### config.mk
export PLATFORM = sky130hd
export DESIGN_NAME = bo_div_floatingpoint
export DESIGN_NICKNAME = d
export VERILOG_FILES = /design/src/rtl/bo_fp_pkg.sv /design/src/rtl/bo_mant_div_seq.sv /design/src/rtl/bo_div_floatingpoint.sv
export SDC_FILE = /design/constraint.sdc
export NUM_CORES = 1
export LEC_CHECK = 0
export CORE_MARGIN = 2
export CORE_UTILIZATION = 45
export DETAILED_ROUTE_END_ITERATION = 10
export HOLD_SLACK_MARGIN = 0.08
export PLACE_DENSITY = 0.68
export SLEW_MARGIN = 30
export SYNTH_ARGS = -nofsm -noshare
export SYNTH_HDL_FRONTEND = slang
export SYNTH_HIERARCHICAL = 1
export SYNTH_SLANG_ARGS = --single-unit
export TNS_END_PERCENT = 5
### constraint.sdc
create_clock -name clk -period 3.9 [get_ports clk]
set_input_delay 0.78 -clock clk [delete_from_list [all_inputs] [get_ports clk]]
set_output_delay 0.78 -clock clk [all_outputs]
set_load 0.02 [all_outputs]
### src/rtl/bo_fp_pkg.sv
// Shared binary32 divider definitions: field widths, FSM states, operand classes.
package bo_fp_pkg;
  localparam int EXP_W     = 8;
  localparam int MAN_W     = 23;
  localparam int BIAS      = 127;
  localparam int DIV_STEPS = 26;
  localparam logic [31:0] QNAN = 32'h7FC00000;

  typedef enum logic [2:0] {IDLE, UNPACK, DIVIDE, NORM, PACK, DONE} state_e;
  typedef enum logic [1:0] {CLS_ZERO, CLS_INF, CLS_NAN, CLS_NORM} cls_e;

  // Exponent 0 is classed as zero, so denormals flush to zero.
  function automatic cls_e classify(input logic [EXP_W+MAN_W-1:0] x);
    if (x[EXP_W+MAN_W-1:MAN_W] == '0) return CLS_ZERO;
    if (x[EXP_W+MAN_W-1:MAN_W] == '1) return (x[MAN_W-1:0] == '0) ? CLS_INF : CLS_NAN;
    return CLS_NORM;
  endfunction
endpackage

### src/rtl/bo_mant_div_seq.sv
// Restoring mantissa divider: q = floor((ma<<25)/mb), one quotient bit per step.
module bo_mant_div_seq
  import bo_fp_pkg::*;
(
  input  logic        clk,
  input  logic        reset,
  input  logic        load,
  input  logic        step,
  input  logic [23:0] ma,
  input  logic [23:0] mb,
  output logic [25:0] q,
  output logic [23:0] r,
  output logic        last
);
  logic [23:0] r_q, r_d;
  logic [25:0] q_q, q_d;
  logic [4:0]  cnt_q, cnt_d;
  logic        nb_q, nb_d;
  logic [24:0] t;

  // Partial remainder starts at ma>>1; ma[0] is the only nonzero dividend bit left to shift in.
  always_comb begin
    r_d   = r_q;
    q_d   = q_q;
    cnt_d = cnt_q;
    nb_d  = nb_q;
    t     = {r_q, nb_q};
    if (load) begin
      r_d   = {1'b0, ma[23:1]};
      nb_d  = ma[0];
      q_d   = '0;
      cnt_d = '0;
    end else if (step) begin
      nb_d  = 1'b0;
      cnt_d = cnt_q + 5'd1;
      if (t >= {1'b0, mb}) begin
        r_d = 24'(t - {1'b0, mb});
        q_d = {q_q[24:0], 1'b1};
      end else begin
        r_d = t[23:0];
        q_d = {q_q[24:0], 1'b0};
      end
    end
  end

  always_ff @(posedge clk or negedge reset) begin
    if (!reset) begin
      r_q   <= '0;
      q_q   <= '0;
      cnt_q <= '0;
      nb_q  <= 1'b0;
    end else begin
      r_q   <= r_d;
      q_q   <= q_d;
      cnt_q <= cnt_d;
      nb_q  <= nb_d;
    end
  end

  assign q    = q_q;
  assign r    = r_q;
  assign last = (cnt_q == 5'(DIV_STEPS - 1));
endmodule

### src/rtl/bo_div_floatingpoint.sv
// Multi-cycle binary32 divider, fixed 29-cycle latency for every operand class.
// Rounding: BO_DIV_RNE_EN defined -> round-to-nearest-even, otherwise truncate.
module bo_div_floatingpoint
  import bo_fp_pkg::*;
(
  input  logic        clk,
  input  logic        reset,
  input  logic        start,
  input  logic [31:0] A,
  input  logic [31:0] B,
  output logic [31:0] result,
  output logic        busy,
  output logic        done,
  output logic        overflow_flag,
  output logic        underflow_flag,
  output logic        div_by_zero_flag
);
  state_e state_q, state_d;
  logic [31:0] a_q, b_q, spec_res_q, spec_res_d, result_q, res_d;
  logic sgn, sign_q, spec_q, spec_d, dbz_q, dbz_d;
  logic signed [9:0] e_q, e_un, e_n, e_p;
  logic [23:0] mant_q, mant_n, mant_p, r;
  logic [25:0] q;
  logic g_q, g_n, s_q, s_n, div_last;
  logic ovf_q, unf_q, dbzf_q, ovf_d, unf_d;
  logic unused_bits;
  cls_e ca, cb;

  assign sgn  = a_q[31] ^ b_q[31];
  assign ca   = classify(a_q[30:0]);
  assign cb   = classify(b_q[30:0]);
  assign e_un = signed'({2'b00, a_q[30:23]} - {2'b00, b_q[30:23]} + 10'(BIAS));

  bo_mant_div_seq u_div (
    .clk  (clk),
    .reset(reset),
    .load (state_q == UNPACK),
    .step (state_q == DIVIDE),
    .ma   ({|a_q[30:23], a_q[22:0]}),
    .mb   ({|b_q[30:23], b_q[22:0]}),
    .q    (q),
    .r    (r),
    .last (div_last)
  );

  always_comb begin
    state_d = state_q;
    unique case (state_q)
      IDLE:    if (start) state_d = UNPACK;
      UNPACK:  state_d = DIVIDE;
      DIVIDE:  if (div_last) state_d = NORM;
      NORM:    state_d = PACK;
      PACK:    state_d = DONE;
      default: state_d = IDLE;
    endcase
  end

  // Special operands are resolved up front; the datapath still runs so latency is fixed.
  always_comb begin
    spec_d     = 1'b1;
    dbz_d      = 1'b0;
    spec_res_d = QNAN;
    if (ca == CLS_NAN || cb == CLS_NAN || (ca == CLS_ZERO && cb == CLS_ZERO) ||
        (ca == CLS_INF && cb == CLS_INF))
      spec_res_d = QNAN;
    else if (ca == CLS_INF)
      spec_res_d = {sgn, 8'hFF, 23'h0};
    else if (cb == CLS_ZERO) begin
      spec_res_d = {sgn, 8'hFF, 23'h0};
      dbz_d      = 1'b1;
    end else if (cb == CLS_INF || ca == CLS_ZERO)
      spec_res_d = {sgn, 31'h0};
    else
      spec_d = 1'b0;
  end

  always_comb begin
    if (q[25]) begin
      mant_n = q[25:2];
      g_n    = q[1];
      s_n    = q[0] | (|r);
      e_n    = e_q;
    end else begin
      mant_n = q[24:1];
      g_n    = q[0];
      s_n    = |r;
      e_n    = e_q - 10'sd1;
    end
  end

`ifdef BO_DIV_RNE_EN
  logic [24:0] sum;
  // A carry out can only yield exactly 2^24, so renormalizing is a shift plus e+1.
  always_comb begin
    sum = {1'b0, mant_q} + {24'b0, g_q & (s_q | mant_q[0])};
    if (sum[24]) begin
      mant_p = sum[24:1];
      e_p    = e_q + 10'sd1;
    end else begin
      mant_p = sum[23:0];
      e_p    = e_q;
    end
  end
  assign unused_bits = mant_p[23];
`else
  assign mant_p      = mant_q;
  assign e_p         = e_q;
  assign unused_bits = ^{mant_p[23], g_q, s_q};
`endif

  always_comb begin
    res_d = {sign_q, e_p[7:0], mant_p[22:0]};
    ovf_d = 1'b0;
    unf_d = 1'b0;
    if (spec_q)
      res_d = spec_res_q;
    else if (e_p >= 10'sd255) begin
      res_d = {sign_q, 8'hFF, 23'h0};
      ovf_d = 1'b1;
    end else if (e_p <= 10'sd0) begin
      res_d = {sign_q, 31'h0};
      unf_d = 1'b1;
    end
  end

  always_ff @(posedge clk or negedge reset) begin
    if (!reset) begin
      state_q    <= IDLE;
      a_q        <= '0;
      b_q        <= '0;
      sign_q     <= 1'b0;
      e_q        <= '0;
      spec_q     <= 1'b0;
      spec_res_q <= '0;
      dbz_q      <= 1'b0;
      mant_q     <= '0;
      g_q        <= 1'b0;
      s_q        <= 1'b0;
      result_q   <= '0;
      ovf_q      <= 1'b0;
      unf_q      <= 1'b0;
      dbzf_q     <= 1'b0;
    end else begin
      state_q <= state_d;
      unique case (state_q)
        IDLE: if (start) begin
          a_q <= A;
          b_q <= B;
        end
        UNPACK: begin
          sign_q     <= sgn;
          e_q        <= e_un;
          spec_q     <= spec_d;
          spec_res_q <= spec_res_d;
          dbz_q      <= dbz_d;
        end
        NORM: begin
          mant_q <= mant_n;
          g_q    <= g_n;
          s_q    <= s_n;
          e_q    <= e_n;
        end
        PACK: begin
          result_q <= res_d;
          ovf_q    <= ovf_d;
          unf_q    <= unf_d;
          dbzf_q   <= dbz_q;
        end
        default: ;
      endcase
    end
  end

  assign result           = result_q;
  assign done             = (state_q == DONE);
  assign busy             = (state_q != IDLE) && (state_q != DONE);
  assign overflow_flag    = ovf_q;
  assign underflow_flag   = unf_q;
  assign div_by_zero_flag = dbzf_q;
endmodule
# ---- Yosys cells after proc, flatten, opt, wreduce, memory -nomap -nowiden
# Index checks and enable logic that the tools add are counted.
dict set report totals {
  regBits 226
  input_bits 67
  output_inout_bits 37
  wordCells 115
}
dict set report classes {
  n_addsub 5
  magnitude_cmp 3
  eq_ne 16
  mux 51
  n_bitwise 1
  n_reduce_logical 22
}
# op n
set ops {}
lappend ops {{2-to-1 mux 32 bit} 5}
lappend ops {{2-to-1 mux 24 bit} 3}
lappend ops {{2-to-1 mux 31 bit} 2}
lappend ops {{2-to-1 mux 26 bit} 2}
lappend ops {{logical NOT 23 bit} 2}
lappend ops {{>= comparator 25 x 24 -> 1 bit} 1}
lappend ops {{subtractor 24 bit} 1}
lappend ops {{2-to-1 mux 23 bit} 1}
lappend ops {{2-to-1 mux 1 bit} 21}
lappend ops {{2-to-1 mux 2 bit} 10}
lappend ops {{case mux 10 bit (2 select lines)} 1}
lappend ops {{== test 8 bit (second input constant)} 2}
lappend ops {{logical NOT 8 bit} 2}
lappend ops {{OR reduction 8 bit} 2}
lappend ops {{case mux 3 bit (5 select lines)} 1}
lappend ops {{adder 9 x 8 -> 10 bit (second input constant)} 1}
lappend ops {{>= comparator 10 x 9 -> 1 bit (second input constant)} 1}
lappend ops {{<= comparator 10 x 1 -> 1 bit (second input constant)} 1}
lappend ops {{2-to-1 mux 10 bit} 1}
lappend ops {{2-to-1 mux 5 bit} 2}
lappend ops {{subtractor 10 x 2 -> 10 bit (second input constant)} 1}
lappend ops {{subtractor 8 x 8 -> 9 bit} 1}
lappend ops {{== test 3 x 2 -> 1 bit (second input constant)} 2}
lappend ops {{== test 3 bit (second input constant)} 2}
lappend ops {{other kinds (16)} 30}

# ---- Longest topological paths before layout
# Gate-level depths: netlist of the first run.
dict set report depth {
  depth_word 11
  depth_mapped 14
  depth_no_buf 13
}

# ---- Cells and area by module
# The synthesis of the first run kept the hierarchy.
# mod n_inst cells_each area_each_um2 seq_area_each_um2
set by_module_without_submodules {}
lappend by_module_without_submodules {bo_div_floatingpoint 1 575 6533.8 3528.4}
lappend by_module_without_submodules {bo_mant_div_seq 1 444 4027.6 1401.3}

# ---- Worst setup path after synthesis of the first run
# OpenSTA, ideal clock, no wires.
dict set report synth_path {
  kind {register -> register}
  from {reg u_div.r_q[9], in the netlist u_div/r[9]}
  to {reg u_div.r_q[15], in the netlist u_div/r[15]}
  setup_ps 126
  arrival_time_ps 2372
  required_ps 3774
  path_slack_ps 1402
  stages_incl_launch_ff 12
  path_buffers 1
  period_less_slack_ps 2498
  path_cell_list {dfrtp_1 -> ha_1 -> a21o_1 -> a21o_1 -> a21oi_2 -> o21a_2 -> nand3_2 -> a211oi_1 -> o21ai_1 -> buf_6 -> mux2i_1 -> a221o_1}
}
dict set report synth_via {
  elab_chain_len 4
  elab_cells_between_ends 5
  classes_between {add/sub: 1; order compare: 1; mux: 3}
}
# item line
set synth_lines {}
lappend synth_lines {{start: declaration} bo_mant_div_seq.sv:15} ;# logic [23:0] r_q, r_d;
lappend synth_lines {{start signal: assignment} bo_mant_div_seq.sv:53} ;# r_q <= r_d;
lappend synth_lines {{subtractor 24 bit or >= comparator 25 x 24 -> 1 bit (tied branches)} {bo_mant_div_seq.sv:37, bo_mant_div_seq.sv:36}}
lappend synth_lines {{2-to-1 mux 24 bit *} bo_mant_div_seq.sv:36} ;# if (t >= {1'b0, mb}) begin
lappend synth_lines {{2-to-1 mux 24 bit *} bo_mant_div_seq.sv:33} ;# end else if (step) begin
lappend synth_lines {{2-to-1 mux 24 bit *} bo_mant_div_seq.sv:28} ;# if (load) begin
# Mark *: on every way between the ends. The rest lies on a longest branch, timed or not. The select of a mux whose other input is x is not followed.
# A chain may end at the register's enable or synchronous reset.

# ---- Worst setup path after layout of the first run
dict set report layout_path {
  from {reg b_q[19]}
  to {reg u_div.r_q[15], in the netlist u_div/r[15]}
}
dict set report layout_via {
  elab_chain_len 4
}
# item line
set layout_lines {}
lappend layout_lines {{start: declaration} bo_div_floatingpoint.sv:19} ;# logic [31:0] a_q, b_q, spec_res_q, spec_res_d, result_q, res_d;
lappend layout_lines {{start signal: assignment} bo_div_floatingpoint.sv:130} ;# b_q <= '0;
lappend layout_lines {{start signal: assignment} bo_div_floatingpoint.sv:148} ;# b_q <= B;
lappend layout_lines {{>= comparator 25 x 24 -> 1 bit} bo_mant_div_seq.sv:36}
lappend layout_lines {{2-to-1 mux 24 bit} bo_mant_div_seq.sv:36}
lappend layout_lines {{2-to-1 mux 24 bit} bo_mant_div_seq.sv:33}
lappend layout_lines {{2-to-1 mux 24 bit} bo_mant_div_seq.sv:28}
# Every way passes these cells. The select of a mux whose other input is x is not followed.

==> impl_metrics.toml, run 1 <==
[detailed_routing]
drt_pass1_iterations = 4
via_count = 7692
postRouteAntennaNets = 0
drt-initial-drc-count = 371
wl_per_cell_um = 15.9
drt_drc = 0
route.detailed.vias_per_inst = 5.40
routed_wl_mm = 22.6

[die]
top_level_pins = 104
design.die.area_mm2 = 0.0247
floorplan.die.width_um = 157
starting_density_of_the_core_pct = 45.4
placement_rows = 56
total_core_area_mm2 = 0.0233
dieHeight_um = 157

[pwr]
peakVddDrop_mv = 0.374
finalPower_mw = 11.0
p_leak_nw = 5.37
pwr_density_cell_mw_per_mm2 = 887

[logic_synthesis]
ys_types = 70
largest_area_contributor_in_the_netlist = "dfrtp_1"
synth.top_cells.by_area = "dfrtp_1 (47%), mux2i_1 (7.0%), mux2_2 (6.2%)"
synth-adder-area-share_pct = 4.69
post-synth-top-area-fraction_pct = 46.7
seq_area_frac_synth_pct = 46.7
synth.net_count = 1125
post_synth_mux_area_share_pct = 13.2
synth-async-reset-ratio_pct = 100
synth_top_family_by_area = "compound AO/OA/AOI/OAI gates"
synth-warning-count = 6
synthSimpleGateAreaFrac_pct = 13.4
syn-mean-instance-area_um2 = 10.4
synth_commonest_cells = "dfrtp_1 (197), nor2_1 (79), mux2i_1 (74), nand2_1 (74), o21ai_0 (65)"
synth_seq_cells = 197
postSynthCellCount = 1019
synth_most_common_cell = "dfrtp_1"
synth_area_in_xor_xnor_pct = 3.40
synth_flop_cell = "dfrtp_1"
synthesis.area_mm2 = 0.0106
synth_enable_flop_cells = 0
synth-compound-area-share_pct = 14.2

[setup_path]
worstSetupPathType = "reg -> reg"
critical_path_arrival_ns = 3.68
cp.required_ns = 4.22
kind_of_launch_point_of_the_worst_setup_path = "register"
critical_path.max_fanout = 14
critical-path-top-delay-family = "compound AO/OA/AOI/OAI gates"
path_cells = "inv_1 > ha_1 > nand3_1 > or3_1 > nor4_1 > a211oi_1 > o21ai_2 > buf_4 > mux2i_1 > a221o_1"
critical_path.endpoint_type = "register"
worst-path-buf-inv = 2
critPathMaxStageDelay_ns = 0.68
worst_path_max_delay_cell = "o21ai_2"
rrSetupSlack_ns = 0.54

[cells_and_area]
area_growth_syn_to_layout_pct = 17.9
num-nets-final = 1197
regArea_mm2 = 0.00493
area_of_all_placed_cells_without_fillers_mm2 = 0.0124
stdcell_count = 1425
multi_input_comb_area_mm2 = 0.00519
final_layout_size_suffix_gt1_share_pct = 11.3
final_core_utilization_pct = 53.5
filler_cell_count = 2104

[global_routing]
total_gr_overflow = 0
busiest_layer = "met2"
antenna_found_initial = 2
grt_use_met1_pct = 25.8
grt_usage_pct = 19.4
globalRouteMet2Util_pct = 32.8
grt_pass1_wl_mm = 38.4
grt_start_max_net_pins = 95
number_of_global_route_vias_before_repair = 7685
groute.layer.met3.usage_pct = 2.51

[clock_tree]
clk_transition_reported_paths_ns = 0.08
cts_inserted_buffers = 17
hold_bufs_at_cts = 0
clk_root_buffer_cell = "clkbuf_16"
maximum_number_of_buffers_from_clock_root_to_sink = 2
post_cts.resized_instances = 0
post-cts-setup-buffers = 0
clock_sinks = 197
cts_max_level = 4
tritoncts = "yes"
clkLatencyLatePin_ns = 0.43

[sta]
finClkSkew_ns = 0.0123
timing.fmax_mhz = 298
timing.final.crit_period_ns = 3.36
rsz0062_at_grt = "no"
finalMaxSlewViolations = 0
timing.slew.headroom_pct = 43.2
number_of_endpoints_failing_setup_at_the_final_stage = 0
fin_setup_tns_ns = 0
final_min_period_over_clock_period_pct = 86.1
timing.final.hold_violations = 0
worst_slew_pin_slew_ns = 0.850

[place]
placedInstanceArea_mm2 = 0.0118
cell_count_after_placement = 1391
io_buffer_count = 103
detailed_place_hpwl_mm = 16.2
gp_congestion = 0.883

[worst_hold_path]
timing.hold.worst.class = "in -> async"

[run]
maxCapViolations = 0

[run_status]
status = "finished clean"
where the power goes:
group          internal (mW)  total [mW]  switching [mW]  leakage (nW)
logic                   2.67        5.82            3.15          2.54
registers               2.73        3.39           0.660          2.52
clock network          0.939        1.83           0.890         0.307
total                   6.35        11.0            4.70          5.37
final timing paths:
path,startpoint,to,cells after the start
max,b_q[19],u_div/r[15],10
min in group clk,result[27],result[27],1
max in group asynchronous,reset,u_div/q[10],2
min,reset,result[24],1
min reg2reg,result[27],result[27],1
max reg2reg,b_q[19],u_div/r[15],10
routing by layer:
metal	wire (um)	part of all wire, %	vias up
met5	0	0	-
met4	514	2.3	0
met3	630	2.8	33
met2	11000	49	138
met1	10500	46	3724
li1	-	-	3797
layout by cell type, fill, tap and decap left out, drive strengths merged, types with 12 or more instances in the layout:
cell type	n
nand3	14
nor2	79
nand2	74
inv	47
ha	38
nor3b	21
dfrtp	197
mux2i	74
a22o	23
xor2	15
mux2	58
clkdlybuf4s50	102
a21oi	52
nand4	12
xnor2	26
nor4	17
a21o	13
nor3	17
o21ai	84
clkbuf	18
kinds of logic after synthesis:
| group | after synthesis |
|---|---|
| AO/OA/AOI/OAI | 231 |
| XOR/XNOR | 41 |
| adder cells (fa/ha/maj) | 39 |
| buffers and inverters | 101 |
| flip-flops | 197 |
| multiplexers | 132 |
| AND/OR/NAND/NOR | 278 |
state kept, by name, indices dropped and copies added, names as in the netlist, 3 cells and up:
signal / flops
spec_res_q: 3
a_q: 32
mant_p: 23
b_q: 32
u_div/q: 26
state_q: 3
e_p: 10
u_div/cnt_q: 5
u_div/r: 24
result: 32
stage by stage:
stage               hold WS [ns]  setup WS, ns
detailed placement         0.465         0.556
floorplan                  0.439          1.40
CTS                        0.429         0.513
global route               0.454         0.293
global placement           0.459         0.667
finish                     0.396         0.543
area by class of cell:
class	instances	share of cell area (%)
Antenna cell	2	0.0402
Clock buffer	17	3.42
Clock inverter	15	1.67
Inverter	40	1.21
Multi-Input combinational cell	721	41.7
Sequential cell	197	39.6
Tap cell	319	3.21
Timing Repair Buffer	114	9.18
No activity file was read; power rests on OpenSTA's default activity.
==> run 2, diff against run 1 <==
CORE_ASPECT_RATIO = 0.75   (was unset)
PLACE_DENSITY = unset   (was 0.68)
PLACE_DENSITY_LB_ADDON = 0.12   (was unset)
==> run 2 against run 1 <==
First-iteration DRC count rose by 69%; cell area shrank 0.38%; non-clock buffer count unchanged; setup slack gained 0.26 ns; maximum frequency is 8.3% higher; clock power about the same; sequential share of layout area increased by 0.15 points; critical path depth is 1 higher; largest power group unchanged; register-to-register slack improved by 0.26 ns.
==> impl_metrics.toml, run 2 (same netlist as run 1, synthesis figures left out) <==
[run_status]
status = "finished clean"

[sta]
timing.slew.headroom_pct = 41.8
timing.fmax_mhz = 323
finClkSkew_ns = 0.0157
number_of_endpoints_failing_setup_at_the_final_stage = 0
rsz0062_at_grt = "no"
finalMaxSlewViolations = 0
timing.final.crit_period_ns = 3.10
timing.final.hold_violations = 0
final_min_period_over_clock_period_pct = 79.5
fin_ws_ns = 0.800
fin_setup_tns_ns = 0
worst_slew_pin_slew_ns = 0.873

[detailed_routing]
wl_per_cell_um = 17.8
drt-initial-drc-count = 626
route.detailed.vias_per_inst = 5.47
drt_drc = 0
routed_wl_mm = 25.0
drt_pass1_iterations = 5
via_count = 7686
postRouteAntennaNets = 0

[pwr]
pwr_density_cell_mw_per_mm2 = 908
finalPower_mw = 11.3
p_leak_nw = 5.36
peakVddDrop_mv = 0.458

[clock_tree]
post-cts-setup-buffers = 0
clk_transition_reported_paths_ns = 0.09
cts_max_level = 4
clock_sinks = 197
clk_root_buffer_cell = "clkbuf_16"
cts_inserted_buffers = 17
clkLatencyLatePin_ns = 0.45
maximum_number_of_buffers_from_clock_root_to_sink = 2
tritoncts = "yes"
post_cts.resized_instances = 0
hold_bufs_at_cts = 0

[cells_and_area]
final_core_utilization_pct = 53.9
area_growth_syn_to_layout_pct = 17.4
stdcell_count = 1404
final_layout_size_suffix_gt1_share_pct = 11.2
antenna_cells = 0
mostFrequentLayoutCells = "dfrtp_1 (197), clkdlybuf4s50_1 (102), nor2_1 (79)"
num-nets-final = 1197
leading_cell_type_in_the_layout_fill_and_taps_excluded = "dfrtp_1"

[setup_path]
critical-path-top-delay-family = "compound AO/OA/AOI/OAI gates"
worstSetupPathType = "reg -> reg"
worst_path_max_delay_cell = "dfrtp_1"
critPathMaxStageDelay_ns = 0.44
kind_of_launch_point_of_the_worst_setup_path = "register"
critical_path_arrival_ns = 3.40
timing.critical_path.mode_cell = "a21o_1"
critical_path.endpoint_type = "register"
rrSetupSlack_ns = 0.80
cp.required_ns = 4.20
critical_path.max_fanout = 16
timing.rr.start = "u_div/r[9]"
worst_setup_path_startpoint = "u_div/r[9]"
worst-path-buf-inv = 1
path_cells = "ha_1 > a21o_1 > a21o_1 > a21oi_2 > o21a_2 > nand3_2 > a211oi_1 > o21ai_4 > buf_4 > mux2i_1 > o21ai_1"

[die]
top_level_pins = 104
floorplan.die.width_um = 181
total_core_area_mm2 = 0.0230
placement_rows = 48
starting_density_of_the_core_pct = 45.9
dieHeight_um = 137
design.die.area_mm2 = 0.0247

[global_routing]
grt_pass1_wl_mm = 40.6
grt_usage_pct = 20.8
total_gr_overflow = 0
grt_start_max_net_pins = 82
antenna_found_initial = 0
number_of_global_route_vias_before_repair = 7218

[place]
gp_congestion = 0.856
cell_count_after_placement = 1372
io_buffer_count = 103
pre_cts_setup_slack_ns = 0.559
detailed_place_hpwl_mm = 17.6

[worst_hold_path]
timing.hold.worst.class = "in -> async"

[run]
maxCapViolations = 0
run 2: worst register-to-register path, stage by stage (launching register included):
cell and delay (ns):
dfrtp_1 0.44, ha_1 0.39, a21o_1 0.20, a21o_1 0.21, a21oi_2 0.22, o21a_2 0.15, nand3_2 0.10, a211oi_1 0.41
o21ai_4 0.26, buf_4 0.29, mux2i_1 0.21, o21ai_1 0.08
run 2: report_power, final:
part / internal (mW) / switching, mW
combinational: 2.68 / 3.31
clock: 0.926 / 0.890
sequential: 2.73 / 0.721
run 2: final timing paths:
path,end,cells after the start
max,u_div/r[10],11
min,e_p[2],1
max reg2reg,u_div/r[10],11
min reg2reg,result[27],1
max in group asynchronous,a_q[17],2
min in group clk,result[27],1
run 2: area by class of cell:
| cell class | instances | area (um^2) |
|---|---|---|
| Inverter | 40 | 150 |
| Clock buffer | 17 | 425 |
| Multi-Input combinational cell | 721 | 5190 |
| Fill cell | 2111 | 10600 |
| Clock inverter | 15 | 184 |
| Tap cell | 300 | 375 |
| Sequential cell | 197 | 4930 |
| Timing Repair Buffer | 114 | 1140 |
run 2: layer usage:
| layer | vias up | track usage [%] | share of wire (%) |
|---|---|---|---|
| met4 | 0 | 3.36 | 0.59 |
| met2 | 162 | 25.8 | 38 |
| li1 | 3797 | - | - |
| met5 | - | 0 | 0 |
| met3 | 13 | 4.58 | 4.9 |
| met1 | 3714 | 35.6 | 57 |
run 2: stage by stage:
stage	hold slack (ns)	area, um^2
6_report	0.377	12400
3_5_place_dp	0.463	11800
4_1_cts	0.407	12400
2_1_floorplan	0.439	10600
5_1_grt	0.420	12400
3_3_place_gp	0.463	11800
